`src/rtl/axil_pattern_checker_master.sv`:
```
// AXI4-Lite test master: writes N pattern words into a slave window, reads them back and
// compares, reporting completion, a sticky error flag and a saturating error count.
module axil_pattern_checker_master #(
  parameter int C_M_AXI_ADDR_WIDTH = 32,
  parameter int C_M_AXI_DATA_WIDTH = 32,
  parameter logic [C_M_AXI_ADDR_WIDTH-1:0] C_M_TARGET_SLAVE_BASE_ADDR = C_M_AXI_ADDR_WIDTH'(32'h4000_0000),
  parameter int C_M_TRANSACTIONS_NUM = 4,
  parameter int C_PATTERN_MODE = 0,
  parameter logic [C_M_AXI_DATA_WIDTH-1:0] C_XOR_KEY = {(C_M_AXI_DATA_WIDTH/32){32'hA5A5_A5A5}}
) (
  input  logic                            ACLK,
  input  logic                            ARESET,
  input  logic                            INIT_AXI_TXN,
  input  logic [C_M_AXI_DATA_WIDTH-1:0]   SEED,
  output logic                            TXN_DONE,
  output logic                            ERROR,
  output logic [7:0]                      ERR_CNT,
  output logic [C_M_AXI_ADDR_WIDTH-1:0]   M_AXI_AWADDR,
  output logic [2:0]                      M_AXI_AWPROT,
  output logic                            M_AXI_AWVALID,
  input  logic                            M_AXI_AWREADY,
  output logic [C_M_AXI_DATA_WIDTH-1:0]   M_AXI_WDATA,
  output logic [C_M_AXI_DATA_WIDTH/8-1:0] M_AXI_WSTRB,
  output logic                            M_AXI_WVALID,
  input  logic                            M_AXI_WREADY,
  input  logic [1:0]                      M_AXI_BRESP,
  input  logic                            M_AXI_BVALID,
  output logic                            M_AXI_BREADY,
  output logic [C_M_AXI_ADDR_WIDTH-1:0]   M_AXI_ARADDR,
  output logic [2:0]                      M_AXI_ARPROT,
  output logic                            M_AXI_ARVALID,
  input  logic                            M_AXI_ARREADY,
  input  logic [C_M_AXI_DATA_WIDTH-1:0]   M_AXI_RDATA,
  input  logic [1:0]                      M_AXI_RRESP,
  input  logic                            M_AXI_RVALID,
  output logic                            M_AXI_RREADY
);

  localparam int AW    = C_M_AXI_ADDR_WIDTH;
  localparam int DW    = C_M_AXI_DATA_WIDTH;
  localparam int N     = C_M_TRANSACTIONS_NUM;
  localparam int IW    = $clog2(N + 1);
  localparam int SHIFT = $clog2(DW / 8);

  typedef enum logic [1:0] {IDLE, WRITE, READ, DONE} state_t;

  state_t          state_reg, state_next;
  logic [IW-1:0]   idx_reg;
  logic            busy_reg;
  logic            init_d_reg;
  logic [DW-1:0]   seed_reg;
  logic            awvalid_reg, wvalid_reg, arvalid_reg;
  logic [AW-1:0]   awaddr_reg, araddr_reg;
  logic [DW-1:0]   wdata_reg;
  logic            error_reg;
  logic [7:0]      err_cnt_reg;

  logic            start, start_ok;
  logic            b_hs, r_hs, last, issue_w, issue_r, beat_err;
  logic [DW-1:0]   word_value, exp_data;
  logic [AW-1:0]   word_addr;
  logic            unused_resp_lsb;

  assign start    = INIT_AXI_TXN & ~init_d_reg;
  assign start_ok = start && (state_reg == IDLE || state_reg == DONE);
  assign b_hs     = M_AXI_BVALID && M_AXI_BREADY;
  assign r_hs     = M_AXI_RVALID && M_AXI_RREADY;
  assign last     = (idx_reg == IW'(N - 1));
  assign issue_w  = (state_reg == WRITE) && !busy_reg;
  assign issue_r  = (state_reg == READ) && !busy_reg;

  // The same expression serves both the written data and the read-back compare.
  assign word_value = seed_reg + DW'(idx_reg);
  assign exp_data   = (C_PATTERN_MODE == 1) ? (word_value ^ C_XOR_KEY) : word_value;
  assign word_addr  = C_M_TARGET_SLAVE_BASE_ADDR + (AW'(idx_reg) << SHIFT);

  // Only the error bit of each response matters (SLVERR/DECERR).
  assign beat_err = (b_hs && M_AXI_BRESP[1]) ||
                    (r_hs && (M_AXI_RRESP[1] || (M_AXI_RDATA != exp_data)));
  assign unused_resp_lsb = M_AXI_BRESP[0] ^ M_AXI_RRESP[0];

  always_ff @(posedge ACLK or posedge ARESET) begin
    if (ARESET) begin
      state_reg <= IDLE;
    end else begin
      state_reg <= state_next;
    end
  end

  always_comb begin
    state_next = state_reg;
    case (state_reg)
      IDLE:    if (start) state_next = WRITE;
      WRITE:   if (b_hs && last) state_next = READ;
      READ:    if (r_hs && last) state_next = DONE;
      DONE:    if (start) state_next = WRITE;
      default: state_next = IDLE;
    endcase
  end

  always_comb begin
    TXN_DONE     = (state_reg == DONE);
    M_AXI_BREADY = (state_reg == WRITE) && busy_reg;
    M_AXI_RREADY = (state_reg == READ) && busy_reg;
  end

  always_ff @(posedge ACLK or posedge ARESET) begin
    if (ARESET) begin
      idx_reg     <= '0;
      busy_reg    <= 1'b0;
      init_d_reg  <= 1'b0;
      seed_reg    <= '0;
      awvalid_reg <= 1'b0;
      wvalid_reg  <= 1'b0;
      arvalid_reg <= 1'b0;
      awaddr_reg  <= '0;
      araddr_reg  <= '0;
      wdata_reg   <= '0;
      error_reg   <= 1'b0;
      err_cnt_reg <= '0;
    end else begin
      init_d_reg <= INIT_AXI_TXN;

      if (start_ok) begin
        seed_reg    <= SEED;
        idx_reg     <= '0;
        busy_reg    <= 1'b0;
        error_reg   <= 1'b0;
        err_cnt_reg <= '0;
      end

      // AW and W launch together; each drops independently on its own handshake.
      if (issue_w) begin
        awvalid_reg <= 1'b1;
        wvalid_reg  <= 1'b1;
        awaddr_reg  <= word_addr;
        wdata_reg   <= exp_data;
        busy_reg    <= 1'b1;
      end else begin
        if (awvalid_reg && M_AXI_AWREADY) awvalid_reg <= 1'b0;
        if (wvalid_reg && M_AXI_WREADY)   wvalid_reg  <= 1'b0;
      end

      if (issue_r) begin
        arvalid_reg <= 1'b1;
        araddr_reg  <= word_addr;
        busy_reg    <= 1'b1;
      end else if (arvalid_reg && M_AXI_ARREADY) begin
        arvalid_reg <= 1'b0;
      end

      if (b_hs || r_hs) begin
        busy_reg <= 1'b0;
        idx_reg  <= last ? '0 : idx_reg + IW'(1);
      end

      if (beat_err) begin
        error_reg <= 1'b1;
        if (err_cnt_reg != 8'hFF) err_cnt_reg <= err_cnt_reg + 8'd1;
      end
    end
  end

  assign ERROR         = error_reg;
  assign ERR_CNT       = err_cnt_reg;
  assign M_AXI_AWADDR  = awaddr_reg;
  assign M_AXI_AWPROT  = 3'b000;
  assign M_AXI_AWVALID = awvalid_reg;
  assign M_AXI_WDATA   = wdata_reg;
  assign M_AXI_WSTRB   = '1;
  assign M_AXI_WVALID  = wvalid_reg;
  assign M_AXI_ARADDR  = araddr_reg;
  assign M_AXI_ARPROT  = 3'b000;
  assign M_AXI_ARVALID = arvalid_reg;

endmodule

```
`config.mk`:
```
export PLATFORM = sky130hd
export DESIGN_NAME = axil_pattern_checker_master
export DESIGN_NICKNAME = d
export VERILOG_FILES = /design/src/rtl/axil_pattern_checker_master.sv
export SDC_FILE = /design/constraint.sdc
export NUM_CORES = 1
export LEC_CHECK = 0
export CORE_MARGIN = 8
export CORE_UTILIZATION = 48
export CTS_BUF_LIST = sky130_fd_sc_hd__clkbuf_4
export DETAILED_ROUTE_END_ITERATION = 12
export GPL_TIMING_DRIVEN = 0
export HOLD_SLACK_MARGIN = 0.06
export PLACE_DENSITY_LB_ADDON = 0.05
export SYNTH_ARGS = -nofsm -noshare
export SYNTH_HDL_FRONTEND = slang
export SYNTH_SLANG_ARGS = --single-unit
```
`constraint.sdc`:
```
create_clock -name ACLK -period 3.55 [get_ports ACLK]
set_clock_uncertainty 0.05 [all_clocks]
set_input_delay 0.8875 -clock ACLK [delete_from_list [all_inputs] [get_ports ACLK]]
set_output_delay 0.8875 -clock ACLK [all_outputs]
set_load 0.02 [all_outputs]
```
* After elaboration in Yosys (flattened, before gate mapping)
Cells that the tools add are included.
W data, S select, Z words.
** Word-level totals
- Input bits :: 76
- Output and inout bits :: 121
- Bits in read-only memories :: 0
- Memories kept :: 0
- Flip-flop bits (word level) :: 147
- RAM bits :: 0
- Logic and storage cells :: 77
- Bits in latches :: 0
** Cells by class
- Bitwise logic cells :: 2
- Equality and inequality tests :: 9
- Reductions and logical operators :: 28
- $mul :: 0
- $lt $le $gt $ge :: 0
- $add $sub $neg :: 4
- Shift operators :: 0
- Multiplexer cells :: 21
- Divide/modulo/power cells :: 0
** Operators by type and width (number)
- $add A31 B5 Y32 const A :: 1
- $add A32 B3 Y32 :: 1
- $ne A32 B32 Y1 :: 1
- $mux W8 :: 3
- $logic_and A1 B1 Y1 :: 14
- $mux W1 :: 11
- $reduce_bool A2 Y1 :: 5
- $mux W3 :: 3
- $add A8 B1 Y8 const B :: 1
- $ne A8 B8 Y1 const B :: 1
- $mux W2 :: 3
- $pmux W2 S3 :: 1
- $eq A2 B2 Y1 const B :: 2
- $logic_or A1 B1 Y1 :: 4
- $ne A2 B1 Y1 const B :: 2
- $reduce_bool A4 Y1 :: 1
- $add A3 B1 Y3 const B :: 1
- $eq A3 B2 Y1 const B :: 1
- $reduce_and A3 Y1 :: 1
- $eq A2 B1 Y1 const B :: 1
- $logic_not A2 Y1 :: 1
- $ne A2 B2 Y1 const B :: 1
- $reduce_or A2 Y1 :: 1
- $and A1 B1 Y1 :: 1
- other kinds (2) :: 2

* Longest topological paths before layout
- Depth in word-level cells :: 7
- Mapped depth :: 14
- Mapped depth without buffers :: 12

* Least setup slack after synthesis
No wires, ideal clock.
- Kind :: register to register
- Start point :: register idx_reg[0]
- End point :: register err_cnt_reg[4] (netlist: ERR_CNT[4])
- Stages on the path, launching flop included :: 14
- Slack :: 442 ps
- Required time :: 3380 ps
- Data arrival time :: 2938 ps
- Period minus slack after synthesis :: 3108 ps
- Cell sequence :: dfrtp_1 -> ha_1 -> fa_1 -> xor2_1 -> a2111oi_0 -> nand4_1 -> a21oi_1 -> nor4bb_1 -> nand4_1 -> nor4_1 -> a31o_2 -> buf_6 -> a21oi_1 -> a31o_2
** Between the ends
- Cells in the longest elaborated chain, start to end :: 6
** RTL lines
- from (decl) :: RTL line 48 : logic [IW-1:0] idx_reg;
- from (signal assigned) :: RTL line 154 : idx_reg <= last ? '0 : idx_reg + IW'(1);
- $add A32 B3 Y32 :: RTL line 73 : assign word_value = seed_reg + DW'(idx_reg);
- net exp_data[1] :: RTL line 60 : logic [DW-1:0] word_value, exp_data;
- $ne A32 B32 Y1 :: RTL line 79 : (r_hs && (M_AXI_RRESP[1] || (M_AXI_RDATA != exp_data)));
- $logic_or A1 B1 Y1 :: RTL line 79
- $logic_and A1 B1 Y1 :: RTL line 79
- $logic_or A1 B1 Y1 :: RTL line 78 : assign beat_err = (b_hs && M_AXI_BRESP[1]) ||
- $mux W8 :: RTL line 157 : if (beat_err) begin
- to (signal assigned) :: RTL line 159 : if (err_cnt_reg != 8'hFF) err_cnt_reg <= err_cnt_reg + 8'd1;
- to (decl) :: RTL line 56 : logic [7:0] err_cnt_reg;
The timed path passes the listed nets, and every way through them passes these cells.
A chain may end at the register's enable or synchronous reset.

* Final worst setup path
- Start point :: register idx_reg[2]
- End point :: register err_cnt_reg[5] (netlist: ERR_CNT[5])
** Between the ends
- Cells in the longest elaborated chain, start to end :: 6
** RTL lines (RTL line)
- $add A32 B3 Y32 :: 73
- $ne A32 B32 Y1 :: 79
- $logic_or A1 B1 Y1 :: 79
- $logic_and A1 B1 Y1 :: 79
- $logic_or A1 B1 Y1 :: 78
- $mux W8 :: 157
Every way passes these cells.

==> metrics list <==
- Across the run, the number of max-cap violations was 0.
- Post-Route Utilization: about two thirds
- The detail route stage leaves a number of antenna-violating nets equal to 0.
- Maximum resistive drop on vdd: roughly 0.28 mV
- In this run the count of I/O pins placed on the die edge is slightly below 200.
- Combinational family with the most area after synthesis: simple AND/OR/NAND/NOR gates
- The worst register-to-register path has a depth of 14.
* Post-Syn Area per Cell: roughly 8.7 um2
* Run status: complete, but fails checks
- TritonCTS built the clock tree.
- For met3 alone, demand over resource in global routing was 5.78%.
- Final max-slew violation count: 0
- Measured against its own limit, the worst slew margin works out to between 50% and 60%.
- Largest area contributor in the synthesized netlist: sky130_fd_sc_hd__dfrtp_1
- Summing the areas of all compound-gate instances in the mapped netlist gives a little over a tenth of the synthesized area.
- The total area inside the core boundary comes to around 12,000 um2.
* Reg-to-reg startpoint: idx_reg[2]
- The initial utilization of the core area, before any placement, comes to 48.8%.
* Share of synthesized area spent on multiplexers: approximately 2.8%
- After layout, the worst setup slack is -0.0393 ns.
- In the routed layout, each cell is associated on average with a via count of roughly 5.
- The number of global-route vias before repair came to 5,243.
- Gate Count Post-Synth: between 600 and 700
- The count of buffers added on input and output ports is roughly 130.
* Post-route clock period utilization: 101%
- Dpl hpwl: between 10 and 15 mm
* Terminus of the critical flop-to-flop path: ERR_CNT[5]
- Register-to-register path setup slack: -0.04 ns
- Total global routing overflow: 0
- Of the total synthesized cell area, the portion taken by AND, OR, NAND and NOR gates is between 20% and 30%.
* Initial drt markers: ~270
- The clock reaches the later pin of the worst-skew pair after 0.48 ns.
- The commonest cells after synthesis are sky130_fd_sc_hd__nand2_1 (151), sky130_fd_sc_hd__dfrtp_1 (91), sky130_fd_sc_hd__buf_4 (68).
- Synthesis-stage register bit count: just over 90
- The tree is rooted in a sky130_fd_sc_hd__clkbuf_4.
* Achievable frequency: roughly 0.28 GHz
* EDFF count, synth: 0
- Routed wire length: 17.3 mm
* Power per cell area: roughly 640 nW/um2
* Area contributors post-synth: sky130_fd_sc_hd__dfrtp_1 (39%), sky130_fd_sc_hd__nand2_1 (9.7%), sky130_fd_sc_hd__buf_4 (8.7%)
* Number of nets in the layout: between 900 and 1,000
* Pre-CTS setup slack: -0.553 ns
- CTS Buf Count: 9
* Share of cells above drive strength 1: between 15 and 20%
- Library cell with the highest instance count after synthesis: sky130_fd_sc_hd__nand2_1
- Critical Path Sink: ERR_CNT[5]
* Post-route minimum period: 3.59 ns
- Final hold analysis gives a worst-case slack of around 0.43 ns.
- Startpoint-to-endpoint class of the critical path: reg2reg
- Tot GR Track Use: between 20% and 30%
* Number of filler cells placed in the layout: roughly 1,000
* Setup TNS: -0.0838 ns
- Setup repair after global routing could not meet its margin everywhere.
* Wire length of the first global-routing pass: around 28 mm
- Buffers inserted to repair hold after CTS numbered 0.
* Number of sinks driven by the clock tree: 91
- At the worst endpoint, the arrival time is 3.93 ns.
- Count of unresolved DRC violations after routing: 0
- Xor/xnor share of the synthesized area: 8.55%
* Total via count in the routed design: around 5,200
- Synth-to-layout area growth: 37.5%
- The worst setup path is captured at a flop.
- Origin of the worst setup path: idx_reg[2]
* Clock Pin Slew Worst Setup and Hold Paths: ~0.14 ns
- STA classifies the critical path startpoint as a flop.
- In the global route stage, met1 resource usage came out at a little over a quarter.
- The H-tree generated during clock tree synthesis spans 3 levels.
- In this run, distinct cell masters in the synthesized netlist total 70.
- Predominant post-synthesis flop cell: sky130_fd_sc_hd__dfrtp_1
- Of the synthesized area, sequential elements account for between 30% and 40%.
- Failing checks: negative setup slack
* Final estimated routing congestion in global placement: 0.871
- Summing every instance area after synthesis gives roughly 5800 um2.
- The floorplan has 40 rows.
* Die span in x: 126 um
- Antenna violations before repair: 0
* Setup-violating endpoint count in the final report: 3
- Overall die height: around 130 um
- Most used routing layer in global routing: met2
- The repair_antennas step left the layout with diodes totalling 0.
* Final Hold Violating Endpoints: 0
- Largest net degree at the start of global routing: 49
- Placed Cells: 1,011
* Yosys Warn Count: 0
- The finished layout holds between 1,000 and 1,500 standard cells, fillers aside.
- Slew @ Worst Pin: a little under 0.7 ns
- At the worst endpoint, the required time is 3.89 ns.
- Largest fanout on the critical path: 6
* Post-synthesis share of cell area spent on full adders, half adders and majority gates: approximately 2.1%
- The floorplan step defined a die boundary enclosing 15,900 um2.
- Number of search-and-repair iterations in the first detailed-routing pass: 7
- Met2 capacity usage during global routing: around a third
- Dividing the detail-routed wire length by the instance count gives 16.6 um.
- Cell depth of the worst hold path: 1
- For this design the static power due to leakage is ~3.7 nW.
- The worst hold path belongs to the class reg2reg.
- Fraction of post-synthesis cell area in the top cell type by area: 39.0%
- No sink is reached through more buffers than the 2 on the longest clock path.
- Counting flops with an async set or reset pin after synthesis yields a share of between 90% and 100%.
## cell type report
cell class / instances / area, um2 / area share (%)
Timing Repair Buffer: 144 / 1430 / 17.8
Multi-Input combinational cell: 530 / 3260 / 40.6
Buffer: 100 / 661 / 8.23
Tap cell: 147 / 184 / 2.29
Sequential cell: 91 / 2280 / 28.4
Clock inverter: 5 / 77.6 / 0.966
Inverter: 14 / 55.1 / 0.686
Clock buffer: 11 / 82.6 / 1.03
## layout by cell type (no fill, tap or decap), types with 19 or more instances in the layout
cell / netlist / routed
sky130_fd_sc_hd__dfrtp_1: 91 / 90
sky130_fd_sc_hd__nand2_1: 151 / 150
sky130_fd_sc_hd__clkbuf_1: 19 / 19
sky130_fd_sc_hd__o21ai_0: 48 / 48
sky130_fd_sc_hd__buf_4: 68 / 81
sky130_fd_sc_hd__clkdlybuf4s50_1: 0 / 128
sky130_fd_sc_hd__nand3_1: 23 / 22
sky130_fd_sc_hd__xnor2_1: 34 / 32
sky130_fd_sc_hd__xor2_1: 23 / 21
sky130_fd_sc_hd__conb_1: 2 / 66
## timing repair
item | CTS | global route
pin swaps | 4 | 16
gates resized for setup | 12 | 24
setup endpoints to repair | 9 | 9
setup buffers | 3 | 12
## metrics by stage
stage | instance area, um2 | power (mW)
6_report | 8030 | 5.17
5_1_grt | 8030 | 5.53
4_1_cts | 7820 | 5.04
3_5_place_dp | 7570 | 4.33
3_3_place_gp | 7540 | 4.26
2_1_floorplan | 6080 | 3.33
## critical path, cell delays in order (launching register included)
cell                       delay [ns]
sky130_fd_sc_hd__dfrtp_1         0.43
sky130_fd_sc_hd__ha_1            0.32
sky130_fd_sc_hd__buf_6           0.16
sky130_fd_sc_hd__a21oi_4         0.23
sky130_fd_sc_hd__nand2_4         0.11
sky130_fd_sc_hd__or3_1           0.39
sky130_fd_sc_hd__a21oi_2         0.18
sky130_fd_sc_hd__nor4bb_4        0.29
sky130_fd_sc_hd__nand4_1         0.20
sky130_fd_sc_hd__nor4_2          0.41
sky130_fd_sc_hd__a31o_2          0.27
sky130_fd_sc_hd__buf_6           0.14
sky130_fd_sc_hd__buf_6           0.11
sky130_fd_sc_hd__a21oi_1         0.04
sky130_fd_sc_hd__a31o_1          0.17
## cell families (layout without fill, tap and decap cells)
| family | Yosys count | count (layout) |
|---|---|---|
| simple gates | 283 | 283 |
| buf+inv | 114 | 274 |
| compound gates | 100 | 100 |
| flops | 91 | 91 |
| xor+xnor | 57 | 57 |
| mux | 15 | 15 |
| fa+ha+maj | 9 | 9 |
| other cells | 2 | 66 |
## where the power goes
group	internal [mW]	switching, mW
registers	1.43	0.324
clock network	0.299	0.351
logic	1.23	1.53
total	2.96	2.21
## worst min path at each step
stage / from / to / slack [ns]
after floorplan: seed_reg[0] / seed_reg[0] / 0.40
after global placement: M_AXI_AWADDR[30] / M_AXI_AWADDR[30] / 0.40
after detailed placement: M_AXI_ARADDR[30] / M_AXI_ARADDR[30] / 0.40
after CTS: M_AXI_ARADDR[30] / M_AXI_ARADDR[30] / 0.44
after global routing: M_AXI_WDATA[20] / M_AXI_WDATA[20] / 0.47
final: M_AXI_ARADDR[30] / M_AXI_ARADDR[30] / 0.43
## metal layers
layer / part of all wire [%] / up-vias
li1: - / 2572
met5: 0 / -
met1: 44 / 2465
met4: 2.5 / 0
met2: 48 / 155
met3: 6.0 / 26
(Power assumes the default switching activity.)
